<file path="config.mk">
export PLATFORM = sky130hd
export DESIGN_NAME = par_rcv
export DESIGN_NICKNAME = d
export VERILOG_FILES = /design/src/rtl/par_rcv_pkg.sv /design/src/rtl/par_rcv_fsm.sv /design/src/rtl/par_rcv.sv
export SDC_FILE = /design/constraint.sdc
export NUM_CORES = 1
export LEC_CHECK = 0
export CORE_ASPECT_RATIO = 1.1
export CORE_MARGIN = 3
export CORE_UTILIZATION = 35
export CTS_BUF_LIST = sky130_fd_sc_hd__clkbuf_4
export DETAILED_ROUTE_END_ITERATION = 6
export GPL_TIMING_DRIVEN = 0
export PLACE_DENSITY_LB_ADDON = 0.15
export SYNTH_ARGS = -nofsm -noshare
export SYNTH_HDL_FRONTEND = slang
export SYNTH_SLANG_ARGS = --single-unit
</file>
<file path="constraint.sdc">
create_clock -name rclk -period 1.5 [get_ports rclk]
set_input_delay 0.3 -clock rclk [delete_from_list [all_inputs] [get_ports rclk]]
set_output_delay 0.3 -clock rclk [all_outputs]
set_load 0.02 [all_outputs]
</file>
<file path="src/rtl/par_rcv_pkg.sv">
// rtl/par_rcv_pkg.sv - shared parameters and control bundle for the parallel-interface receiver
package par_rcv_pkg;

  // Payload width; the FIFO word carries pkt_end above the payload at bit DSIZE.
  localparam int DSIZE_DEF = 32;
  // Width of the beat counter and of pkt_len.
  localparam int LSIZE_DEF = 8;

  // Datapath steering produced by the occupancy FSM each cycle.
  typedef struct packed {
    logic load_out;   // FIFO head word -> output reg
    logic load_skid;  // FIFO head word -> skid reg
    logic shift;      // skid reg -> output reg
  } rcv_ctl_t;

endpackage

</file>
<file path="src/rtl/par_rcv_fsm.sv">
// rtl/par_rcv_fsm.sv - occupancy FSM of the two-entry skid stage (rcv_fsm)
module rcv_fsm
  import par_rcv_pkg::*;
(
  input  logic     clk,
  input  logic     rst_n,
  input  logic     rempty,
  input  logic     dready,
  output logic     r_en,
  output logic     dvalid,
  output rcv_ctl_t ctl
);

  typedef enum logic [1:0] {
    EMPTY = 2'd0,
    HALF  = 2'd1,
    FULL  = 2'd2
  } state_t;

  state_t state;
  logic   pop;
  logic   take;

  // Pop only while a slot is free; gated by reset so no word is consumed during reset.
  assign r_en   = rst_n & ~rempty & (state != FULL);
  assign dvalid = (state != EMPTY);
  assign pop    = r_en;
  assign take   = dvalid & dready;

  // Steer the incoming word to the output reg when it is (or is becoming) free, else to the skid reg.
  always_comb begin
    ctl           = '0;
    ctl.load_out  = pop & ((state == EMPTY) | take);
    ctl.load_skid = pop & (state == HALF) & ~take;
    ctl.shift     = (state == FULL) & take;
  end

  // Track how many words are buffered.
  always_ff @(posedge clk or negedge rst_n) begin
    if (!rst_n) begin
      state <= EMPTY;
    end else begin
      case (state)
        EMPTY: if (pop) state <= HALF;
        HALF: begin
          if (pop && !take)      state <= FULL;
          else if (take && !pop) state <= EMPTY;
        end
        FULL:    if (take) state <= HALF;
        default: state <= EMPTY;
      endcase
    end
  end

endmodule

</file>
<file path="src/rtl/par_rcv.sv">
// rtl/par_rcv.sv - FIFO read-side receiver with skid buffer and packet length reporting
module par_rcv
  import par_rcv_pkg::*;
#(
  parameter int DSIZE = DSIZE_DEF,
  parameter int LSIZE = LSIZE_DEF
) (
  input  logic             rclk,
  input  logic             rrst_n,
  input  logic             rempty,
  input  logic [DSIZE:0]   rdata,
  output logic             r_en,
  output logic [DSIZE-1:0] dout,
  output logic             dlast,
  output logic             dvalid,
  input  logic             dready,
  output logic [LSIZE-1:0] pkt_len,
  output logic             pkt_done,
  output logic             len_ovf
);

  localparam int               PKT_END = DSIZE;
  localparam logic [LSIZE-1:0] CNT_MAX = '1;
  localparam logic [LSIZE-1:0] ONE     = LSIZE'(1);

  rcv_ctl_t         ctl;
  logic [DSIZE:0]   skid;
  logic [LSIZE-1:0] cnt;
  logic             take;

  assign take = dvalid & dready;

  rcv_fsm u_fsm (
    .clk    (rclk),
    .rst_n  (rrst_n),
    .rempty (rempty),
    .dready (dready),
    .r_en   (r_en),
    .dvalid (dvalid),
    .ctl    (ctl)
  );

  // Output and skid registers; the output reg holds while stalled because no control fires.
  always_ff @(posedge rclk or negedge rrst_n) begin
    if (!rrst_n) begin
      dout  <= '0;
      dlast <= 1'b0;
      skid  <= '0;
    end else begin
      if (ctl.load_out) begin
        dout  <= rdata[DSIZE-1:0];
        dlast <= rdata[PKT_END];
      end else if (ctl.shift) begin
        dout  <= skid[DSIZE-1:0];
        dlast <= skid[PKT_END];
      end
      if (ctl.load_skid) skid <= rdata;
    end
  end

  // Saturating beat counter; hitting the ceiling on a non-last beat means the packet is too long.
  always_ff @(posedge rclk or negedge rrst_n) begin
    if (!rrst_n) begin
      cnt      <= '0;
      pkt_len  <= '0;
      pkt_done <= 1'b0;
      len_ovf  <= 1'b0;
    end else begin
      pkt_done <= 1'b0;
      if (take) begin
        if (dlast) begin
          pkt_len  <= (cnt == CNT_MAX) ? CNT_MAX : cnt + ONE;
          pkt_done <= 1'b1;
          cnt      <= '0;
        end else if (cnt != CNT_MAX) begin
          cnt <= cnt + ONE;
          if (cnt == CNT_MAX - ONE) len_ovf <= 1'b1;
        end
      end
    end
  end

endmodule

</file>
# [Word-level counts from Yosys, hierarchy flattened]
# Cells that the tools add are included.
[classes] addsub=1 eq_ne=9 n_mux=14 bitwise=11 reduce_logical=12
[ops] op="$mux W32" count=2
[ops] op="$mux W8" count=3
[ops] op="$eq A8 B8 Y1 const B" count=2
[ops] op="$add A8 B1 Y8 const B" count=1
[ops] op="$mux W2" count=4
[ops] op="$ne A8 B8 Y1 const B" count=1
[ops] op="$and A1 B1 Y1" count=7
[ops] op="$pmux W2 S3" count=1
[ops] op="$reduce_bool A2 Y1" count=3
[ops] op="$mux W1" count=4
[ops] op="$ne A2 B1 Y1 const B" count=2
[ops] op="$reduce_and A2 Y1" count=2
[ops] op="$reduce_and A4 Y1" count=1
[ops] op="$ne A3 B3 Y1 const B" count=1
[ops] op="$not A1 Y1" count=3
[ops] op="$reduce_and A3 Y1" count=1
[ops] op="$eq A2 B1 Y1 const B" count=1
[ops] op="$eq A2 B2 Y1 const B" count=1
[ops] op="$logic_and A1 B1 Y1" count=2
[ops] op="$logic_not A1 Y1" count=2
[ops] op="$logic_not A2 Y1" count=1
[ops] op="$ne A2 B2 Y1 const B" count=1
[ops] op="$or A1 B1 Y1" count=1
[word_totals] regBits=86 wordCells=55

# [Depth between registers and ports, before layout]
# Gate-level depths: netlist (run 1).
[depth] depth_word=8 ltp_mapped=6 mapped_depth_nobuf=5

# [Cells and area by module]
# From an unflattened synthesis (run 1), not the netlist that was laid out.
[hier_totals] cells_unflattened=335 area_unflattened_um2=3888.7
[by_module_without_submodules] mod="par_rcv" n_inst=1 cells_each=317 area_per_inst_um2=3741.1
[by_module_without_submodules] mod="rcv_fsm" n_inst=1 cells_each=18 area_per_inst_um2=147.6

# [Worst setup path before layout (run 1)]
# Ideal clock, no wire load.
[synth_path] kind="register to register" from="register u_fsm.state[0]" to="register dlast" setup_time_ns=0.126 t_arrival_ns=1.485 path_slack_ns=-0.111 path_stages_with_launch=7 path_buffers=2 path_cell_list="dfrtp_1 or2_1 buf_2 a21oi_4 buf_4 nor3_1 a221o_1"
[synth_between] elab_chain_len=5 word_cells_on_any_way=11
[synth_lines] element="start, declared" line="par_rcv_fsm.sv:20" source="state_t state;"
[synth_lines] element="start signal, assigned" line="par_rcv_fsm.sv:41" source="state <= EMPTY;"
[synth_lines] element="start signal, assigned" line="par_rcv_fsm.sv:44" source="EMPTY: if (pop) state <= HALF;"
[synth_lines] element="start signal, assigned" line="par_rcv_fsm.sv:46" source="if (pop && !take) state <= FULL;"
[synth_lines] element="$reduce_bool A2 Y1 (*)" line="par_rcv_fsm.sv:26" source="assign dvalid = (state != EMPTY);"
[synth_lines] element="via dvalid" line="par_rcv.sv:15" source="output logic dvalid,"
[synth_lines] element="$and A1 B1 Y1 (*)" line="par_rcv_fsm.sv:28" source="assign take = dvalid & dready;"
[synth_lines] element="$or A1 B1 Y1" line="par_rcv_fsm.sv:33" source="ctl.load_out = pop & ((state == EMPTY) | take);"
[synth_lines] element="$and A1 B1 Y1" line="par_rcv_fsm.sv:33"
[synth_lines] element="$mux W1 or $reduce_bool A2 Y1 (tied branches)"
[synth_lines] element="end signal, assigned" line="par_rcv.sv:52" source="dlast <= rdata[PKT_END];"
[synth_lines] element="end signal, assigned" line="par_rcv.sv:55" source="dlast <= skid[PKT_END];"
[synth_lines] element="end, declared" line="par_rcv.sv:14" source="output logic dlast,"
# The timed path passes the listed nets; every way through them passes the cells marked *.
# A chain may end at the register's enable or synchronous reset.

# [Final worst setup path (run 1)]
[layout_path] from="register u_fsm.state[0]" to="register dout[24]"
[layout_between] elab_chain_len=5 word_cells_on_any_way=11
[layout_lines] element="$reduce_bool A2 Y1" line="par_rcv_fsm.sv:26"
[layout_lines] element="$and A1 B1 Y1" line="par_rcv_fsm.sv:28"
[layout_lines] element="$or A1 B1 Y1" line="par_rcv_fsm.sv:33"
[layout_lines] element="$and A1 B1 Y1" line="par_rcv_fsm.sv:33"
[layout_lines] element="$mux W32 or $reduce_bool A2 Y1 (tied branches)"
[layout_lines] element="end signal, assigned" line="par_rcv.sv:51" source="dout <= rdata[DSIZE-1:0];"
[layout_lines] element="end signal, assigned" line="par_rcv.sv:54" source="dout <= skid[DSIZE-1:0];"
[layout_lines] element="end, declared" line="par_rcv.sv:13" source="output logic [DSIZE-1:0] dout,"
# Parallel ways exist; a longest one is shown, timed or not.

==> results.txt, run 1 <==
----------------------------------------------------
[Clock network]
  H-tree depth ... 3
  Register clock-pin slew on the reported worst setup and hold paths ... 0.13 ns
  Clock network latency to the later pin of the worst-skew pair ... 0.42 ns
  Number of buffers between clock root and the deepest sink ... 2
  Total clock buffers created by CTS ... 9
  Clock tree sinks ... 86
  Clock tree from TritonCTS ... done
  Clock tree root buffer cell ... sky130_fd_sc_hd__clkbuf_4

[Die]
  Floorplan row count ... 38
  Starting density of the core ... 36.2%
  Chip height ... 113 µm
  DIE WIDTH ... 103 µm
  Core Region ... 0.00998 mm²
  I/O pin cnt ... 82
  Die Footprint ... 0.0116 mm²

[Worst setup path]
  CP Data Required Time ... 1.82 ns
  CP Data Arrival Time ... 2.00 ns
  R2R Path End ... dout[24]
  Nature of the critical path startpoint ... register
  Worst Reg2Reg Path Length in Cells ... 8
  Crit path largest cell delay ... 0.44 ns
  Internal reg-to-reg setup slack ... -0.18 ns
  Origin of the critical flop-to-flop path ... u_fsm.state[0]
  CP Max Fanout ... 6
  Buf+Inv Stages, Crit Path ... 4
  Slowest CP cell ... sky130_fd_sc_hd__dfrtp_1
  Critical setup path kind ... reg -> reg
  Most repeated library cell on the critical path ... sky130_fd_sc_hd__buf_12
  Kind of cell adding the most delay to the critical path ... buffers and inverters
  CP Capture Type ... register
  Ordered cell list for the critical path ... or2_1, buf_6, a21oi_4, buf_12, nor2_4, buf_12, buf_8, a21o_1

[Detailed routing]
  Via count ... 2,706
  # DRC ... 0
  Number of routed nets with antenna violations ... 0
  Average wire length per cell after detail routing ... 17.0 µm
  Detailed-routing iteration count for the pre-antenna-repair pass ... 4
  First-iteration detailed-routing DRC count ... 59
  Aggregate routed wire length ... 9020 µm
  Via/cell ratio ... 5.09

[Cells and area]
  Most common cell after layout, fill and taps aside ... sky130_fd_sc_hd__dfrtp_1
  Number of antenna diodes ... 0
  Most used cells in the layout excluding fill and tap cells ... 82 x sky130_fd_sc_hd__dfrtp_1, 34 x sky130_fd_sc_hd__a21o_1, 34 x sky130_fd_sc_hd__clkdlybuf4s50_1
  Post-synthesis to final-layout area growth ... 51.2%
  Net count reported at finish ... 447
  Fillers ... 918
  Share of cells above drive strength 1 ... 31.1%
  Post-layout instance count excluding filler cells ... 532

[Global route]
  Antenna violations before repair ... 0
  Vias in the first global route ... 2,817
  Global-route wire length before repair ... 14,400 µm
  Largest net degree at the start of global routing ... 48
  GRT Resource Usage Total ... 16.1%
  Aggregate global routing overflow ... 0

[Synth]
  Sequential cell area fraction in the yosys report ... 59.5%
  Synth cell types ... 33
  Synthesized netlist cell count ... 283
  Cell area after synthesis ... 0.00362 mm²
  Synth Area per Inst ... 12.8 µm²
  Number of synthesized register bits ... 86
  YS warnings ... 0
  Net count after synthesis ... 322

[Place]
  # placed instances ... 484
  Routability congestion estimate from global placement ... 0.735
  Detailed-placement wirelength estimate ... 5450 µm
  Worst slack at placement ... -0.828 ns
  Number of I/O port buffers ... 80

[Timing]
  Setup ws final ... -0.183 ns
  Maximum clock frequency ... 0.594 GHz
  Worst-margin pin slew ... 0.410 ns
  Max transition margin ... 72.6%
  Setup skew after layout ... 0.0145 ns
  Total count of max-transition violations in the final report ... 0
  Tcrit/Tclk final ... 112%
  Final-report setup violation count ... 35
  RSZ-0062 raised after global routing ... yes
  Final critical-path required period ... 1.68 ns
  Final hold violation count ... 39
  Worst hold-check slack ... -0.233 ns

[Status]
  Failing checks ... negative hold slack, negative setup slack
  Status ... finished with violations

[Job]
  Max_cap viols ... 0

[Power]
  Power Dens Cells ... 1350 mW/mm²
  Reported leakage power ... 2.70 nW
  Maximum resistive drop on vdd ... 627 µV

[Min path]
  Worst min-delay path class ... in -> async

----------------------------------------------------
-- power by group --
| part | leakage (nW) | internal, W | total (W) | switching (W) |
|---|---|---|---|---|
| clock | 0.0587 | 0.000365 | 0.00113 | 0.000761 |
| sequential | 1.06 | 0.00305 | 0.00349 | 0.000442 |
| combinational | 1.58 | 0.00152 | 0.00276 | 0.00123 |
| total | 2.70 | 0.00494 | 0.00737 | 0.00244 |
-- synth_stat cells, drive strengths merged --
master	count	area share (%)
nor2	13	1.3
xnor2	1	0.24
nor3	2	0.28
nand4	3	0.52
buf	12	1.7
inv	4	0.41
nand3	5	0.69
dfrtp	86	59
xor2	2	0.48
o2111ai	1	0.41
or2	1	0.17
o21bai	1	0.21
nor2b	2	0.35
clkbuf	3	0.31
nor3b	1	0.21
mux2	33	10
a21oi	9	1.6
and2	2	0.35
and3	2	0.35
nand2	10	1.0
nand2b	4	0.69
mux2i	2	0.55
o21ai	10	1.4
ha	2	0.69
a31oi	1	0.17
o311ai	1	0.45
a221o	1	0.28
o22ai	1	0.17
a22o	32	7.7
o31ai	2	0.41
a21o	34	7.1
-- state kept, by name, indices dropped and copies added, names as in the netlist --
register and cells:
dlast 1, cnt 8, dout 32, u_fsm.state 2, skid 33, pkt_done 1
len_ovf 1, pkt_len 8
-- layout make-up --
type	count	area, µm²	area share (%)
flip-flops and latches	86	2160	39.4
multi-input cells	179	1620	29.6
repair buffers	113	1240	22.6
plain buffers	15	186	3.41
well taps	120	150	2.74
clock buffers	11	82.6	1.51
clock inverters	4	25.0	0.457
inverters	4	15.0	0.274
-- cells by family after synthesis --
| family | count (synthesis) | synth area share (%) |
|---|---|---|
| adders and majority gates | 2 | 0.691 |
| xor gates and xnor gates | 3 | 0.726 |
| AOI/OAI and AO/OA | 93 | 19.8 |
| buffers and inverters | 19 | 2.45 |
| DFF | 86 | 59.5 |
| muxes | 35 | 10.8 |
| and+or+nand+nor | 45 | 5.98 |
-- metal layers --
layer	global-route usage [%]	share of wire [%]	up-vias
met5	0	0	-
met4	5.70	1.5	0
met3	3.73	4.8	11
met2	25.9	49	59
met1	21.0	44	1345
li1	-	-	1291
-- through the flow --
stage	hold slack [ns]	utilization (%)	instance area, µm²	power, W	setup TNS [ns]
global route	-0.244	54.8	5470	0.00786	-6.49
finish	-0.233	54.8	5470	0.00737	-3.89
detailed placement	0.328	46.3	4620	0.00591	-50.47
global placement	0.459	46.0	4600	0.00583	-563.93
floorplan	0.00441	-	3640	0.00478	-1.89
CTS	-0.242	53.4	5340	0.00721	-4.22
-- repair_timing --
action | CTS | global route
cloned | 9 | 0
resized for setup | 133 | 79
endpoints found under the hold margin | 39 | 39
setup endpoints to repair | 127 | 106
setup buffers | 29 | 0
pin swaps | 43 | 11
-- worst max path at each step --
stage / slack, ns / end / startpoint / cells after the start
after global routing: -0.23 / dvalid / u_fsm.state[0] / 3
after CTS: -0.20 / dvalid / u_fsm.state[0] / 3
after detailed placement: -0.83 / skid[3] / rrst_n / 6
after global placement: -4.35 / skid[3] / rrst_n / 6
after floorplan: -0.06 / dout[10] / u_fsm.state[1] / 6
final: -0.18 / dout[24] / u_fsm.state[0] / 8
No activity file was read; power rests on OpenSTA's default activity.
==> run 2: changes to the inputs <==
Settings changed: ABC_AREA from default to 1.
==> results.txt, run 2 <==
----------------------------------------------------
[Status]
  Status ... finished with violations (unchanged)
  Failing checks ... negative setup slack (was negative hold slack, negative setup slack)

[Cells and area]
  Registers with the highest flip-flop counts ... skid: 33 flops, dout: 32 flops (unchanged)
  Number of antenna diodes ... 0 (unchanged)
  Register with the most flip-flops ... skid (unchanged)
  Largest register FFs ... 33 (unchanged)
  Net count reported at finish ... 632 (was 447)
  Share of cells above drive strength 1 ... 25.3% (was 31.1%)
  Most used cells in the layout excluding fill and tap cells ... 170 x sky130_fd_sc_hd__nand2_1, 85 x sky130_fd_sc_hd__dfrtp_1, 74 x sky130_fd_sc_hd__nand3_1 (was 82 x sky130_fd_sc_hd__dfrtp_1, 34 x sky130_fd_sc_hd__a21o_1, 34 x sky130_fd_sc_hd__clkdlybuf4s50_1)
  Most common cell after layout, fill and taps aside ... sky130_fd_sc_hd__nand2_1 (was sky130_fd_sc_hd__dfrtp_1)
  Post-synthesis to final-layout area growth ... 43.3% (was 51.2%)
  Total non-filler cell area in the finished layout ... 0.00558 mm² (was 0.00547 mm²)

[Place]
  Routability congestion estimate from global placement ... 0.828 (was 0.735)
  Cell area after placement ... 0.00491 mm² (was 0.00462 mm²)
  Detailed-placement wirelength estimate ... 6880 µm (was 5450 µm)
  Number of I/O port buffers ... 81 (was 80)

[Detailed routing]
  Via/cell ratio ... 4.81 (was 5.09)
  Via count ... 3,564 (was 2,706)
  Number of routed nets with antenna violations ... 0 (unchanged)
  Detailed-routing iteration count for the pre-antenna-repair pass ... 4 (unchanged)
  First-iteration detailed-routing DRC count ... 202 (was 59)
  Aggregate routed wire length ... 10,800 µm (was 9020 µm)
  Average wire length per cell after detail routing ... 14.6 µm (was 17.0 µm)
  # DRC ... 0 (unchanged)

[Clock network]
  Clock tree from TritonCTS ... done (unchanged)
  H-tree depth ... 3 (unchanged)
  Clock tree root buffer cell ... sky130_fd_sc_hd__clkbuf_4 (unchanged)
  Register clock-pin slew on the reported worst setup and hold paths ... 0.14 ns (was 0.13 ns)
  Clock network latency to the later pin of the worst-skew pair ... 0.44 ns (was 0.42 ns)
  Total clock buffers created by CTS ... 9 (unchanged)
  Clock tree sinks ... 86 (unchanged)
  Number of buffers between clock root and the deepest sink ... 2 (unchanged)

[Timing]
  Worst-margin pin slew ... 0.509 ns (was 0.410 ns)
  Setup ws final ... -0.101 ns (was -0.183 ns)
  Tcrit/Tclk final ... 107% (was 112%)
  Final-report setup violation count ... 12 (was 35)
  Total count of max-transition violations in the final report ... 0 (unchanged)
  Max transition margin ... 66.1% (was 72.6%)
  Worst hold-check slack ... 0.428 ns (was -0.233 ns)
  Maximum clock frequency ... 0.624 GHz (was 0.594 GHz)
  Final hold violation count ... 0 (was 39)
  RSZ-0062 raised after global routing ... yes (unchanged)
  Setup skew after layout ... 0.0150 ns (was 0.0145 ns)
  Final critical-path required period ... 1.60 ns (was 1.68 ns)

[Power]
  Reported leakage power ... 2.89 nW (was 2.70 nW)
  Power Dens Cells ... 1730 mW/mm² (was 1350 mW/mm²)
  Maximum resistive drop on vdd ... 910 µV (was 627 µV)

[Global route]
  Aggregate global routing overflow ... 0 (unchanged)
  Vias in the first global route ... 3,442 (was 2,817)
  Antenna violations before repair ... 0 (unchanged)
  GRT Resource Usage Total ... 17.1% (was 16.1%)
  Largest net degree at the start of global routing ... 34 (was 48)
  Global-route wire length before repair ... 16,800 µm (was 14,400 µm)

[Synth]
  Net count after synthesis ... 515 (was 322)
  Cell area after synthesis ... 0.00389 mm² (was 0.00362 mm²)
  Share of the synthesized area in the top cell type ... 55.3% (was 59.5%)
  Synth async-reset ratio ... 100% (unchanged)
  EDFF count, synth ... 0 (unchanged)
  Most frequent cells after synthesis ... 197 x sky130_fd_sc_hd__nand2_1, 102 x sky130_fd_sc_hd__nand3_1, 86 x sky130_fd_sc_hd__dfrtp_1 (was 86 x sky130_fd_sc_hd__dfrtp_1, 34 x sky130_fd_sc_hd__a21o_1, 33 x sky130_fd_sc_hd__mux2_2)
  Synthesized netlist cell count ... 476 (was 283)
  Ys flop type ... sky130_fd_sc_hd__dfrtp_1 (unchanged)
  Synth cell types ... 25 (was 33)
  Number of synthesized register bits ... 86 (unchanged)
  YS warnings ... 0 (unchanged)
  Synth Area per Inst ... 8.18 µm² (was 12.8 µm²)
  Leading area contributor after synthesis ... sky130_fd_sc_hd__dfrtp_1 (unchanged)
  Most numerous cell in the Yosys netlist ... sky130_fd_sc_hd__nand2_1 (was sky130_fd_sc_hd__dfrtp_1)
  Main area contributors after synthesis ... sky130_fd_sc_hd__dfrtp_1 55%, sky130_fd_sc_hd__nand2_1 19%, sky130_fd_sc_hd__nand3_1 13%, sky130_fd_sc_hd__inv_1 2.2%, sky130_fd_sc_hd__buf_2 1.5% (was sky130_fd_sc_hd__dfrtp_1 59%, sky130_fd_sc_hd__mux2_2 10%, sky130_fd_sc_hd__a22o_1 7.7%, sky130_fd_sc_hd__a21o_1 7.1%, sky130_fd_sc_hd__buf_2 1.5%)
  Sequential cell area fraction in the yosys report ... 55.3% (was 59.5%)

[Worst setup path]
  Internal reg-to-reg setup slack ... -0.07 ns (was -0.18 ns)
  Origin of the critical flop-to-flop path ... u_fsm.state[0] (unchanged)
  R2R Path End ... dout[17] (was dout[24])
  CP Data Arrival Time ... 1.30 ns (was 2.00 ns)
  Critical setup path kind ... reg -> out (was reg -> reg)
  Nature of the critical path startpoint ... register (unchanged)
  CP Capture Type ... output pin (was register)
  CP Max Fanout ... 3 (was 6)
  CP Data Required Time ... 1.20 ns (was 1.82 ns)
  Worst Reg2Reg Path Length in Cells ... 9 (was 8)

[Die]
  Chip height ... 117 µm (was 113 µm)
  Floorplan row count ... 39 (was 38)
  Core Region ... 0.0106 mm² (was 0.00998 mm²)
  Die Footprint ... 0.0124 mm² (was 0.0116 mm²)
  Starting density of the core ... 36.6% (was 36.2%)
  I/O pin cnt ... 82 (unchanged)
  DIE WIDTH ... 107 µm (was 103 µm)

[Min path]
  Start point of the worst min-delay path ... rrst_n
  Worst min-delay path class ... in -> reg (was in -> async)
  Worst hold path cell count ... 6
  Sink of the worst hold path ... u_fsm.state[0]

[Job]
  Max_cap viols ... 0 (unchanged)

----------------------------------------------------
## run 2: cell types whose count changed after synthesis, moves of 5 or more
cell                      before  now
sky130_fd_sc_hd__a22o_1       32    0
sky130_fd_sc_hd__mux2_2       33    0
sky130_fd_sc_hd__inv_1         4   23
sky130_fd_sc_hd__nand3_1       5  102
sky130_fd_sc_hd__a21o_1       34    0
sky130_fd_sc_hd__nand2_1      10  197
sky130_fd_sc_hd__a21oi_1       8    3
## run 2: what timing repair did
item | CTS | global route
hold endpoints to repair | 59 | 0
setup buffers | 9 | 6
endpoints found under the setup margin | 116 | 112
gates resized for setup | 74 | 146
cloned | 1 | 4
hold buffers | 4 | 0
pin swaps | 3 | 12
## run 2: layer usage
layer  wire [µm]  GRT usage [%]  up-vias
met4         153           6.39        0
met3         464           3.26       13
met1        4860           22.7     1712
li1            -              -     1754
met2        5360           27.9       85
met5           0              0        -
## run 2: layout make-up
cell class	instances	area, µm²
buffer	22	153
clock buffer	10	75.1
clock inverter	6	76.3
fill	1086	5060
inverter	28	108
multi-input combinational	340	1770
sequential	86	2150
tap	143	179
timing repair buffer	106	1060
## run 2: worst max-delay path: stages (launching register included)
cell and delay [ns]:
sky130_fd_sc_hd__dfrtp_1 0.46, sky130_fd_sc_hd__nor2_4 0.13, sky130_fd_sc_hd__inv_2 0.04, sky130_fd_sc_hd__nand2_2 0.07, sky130_fd_sc_hd__inv_2 0.04, sky130_fd_sc_hd__buf_6 0.12
## run 2: worst max path at each step
stage                        start  endpoint  slack [ns]  depth (start not counted)
global placement            rrst_n      r_en       -3.91                          6
CTS                 u_fsm.state[0]      r_en       -0.12                          5
floorplan                   cnt[0]    cnt[0]        0.12                          8
detailed placement          rrst_n      r_en       -0.98                          7
global route        u_fsm.state[0]      r_en       -0.16                          5
finish              u_fsm.state[0]      r_en       -0.10                          5
## run 2: metrics by stage
step / total power [W] / utilization (%) / cells / setup TNS [ns] / worst slack (ns)
2_1_floorplan: 0.00602 / - / 476 / 0 / 0.124
3_3_place_gp: 0.00767 / 45.9 / 700 / -524.44 / -3.91
3_5_place_dp: 0.00776 / 46.1 / 701 / -53.30 / -0.983
4_1_cts: 0.00909 / 49.0 / 731 / -0.139 / -0.116
5_1_grt: 0.0104 / 52.4 / 741 / -2.17 / -0.160
6_report: 0.00967 / 52.4 / 741 / -0.660 / -0.101
## run 2: power by group
part / internal (W) / switching [W]
registers: 0.00329 / 0.000617
clock network: 0.000677 / 0.000800
logic: 0.00179 / 0.00250
total: 0.00576 / 0.00391
## run 2: cell families after synthesis
group	count (synthesis)	share of synthesized area, %
xor gates and xnor gates	1	0.225
buffers and inverters	50	5.88
AOI/OAI and AO/OA	15	2.44
DFF	86	55.3
and+or+nand+nor	322	35.5
adders and majority gates	2	0.643
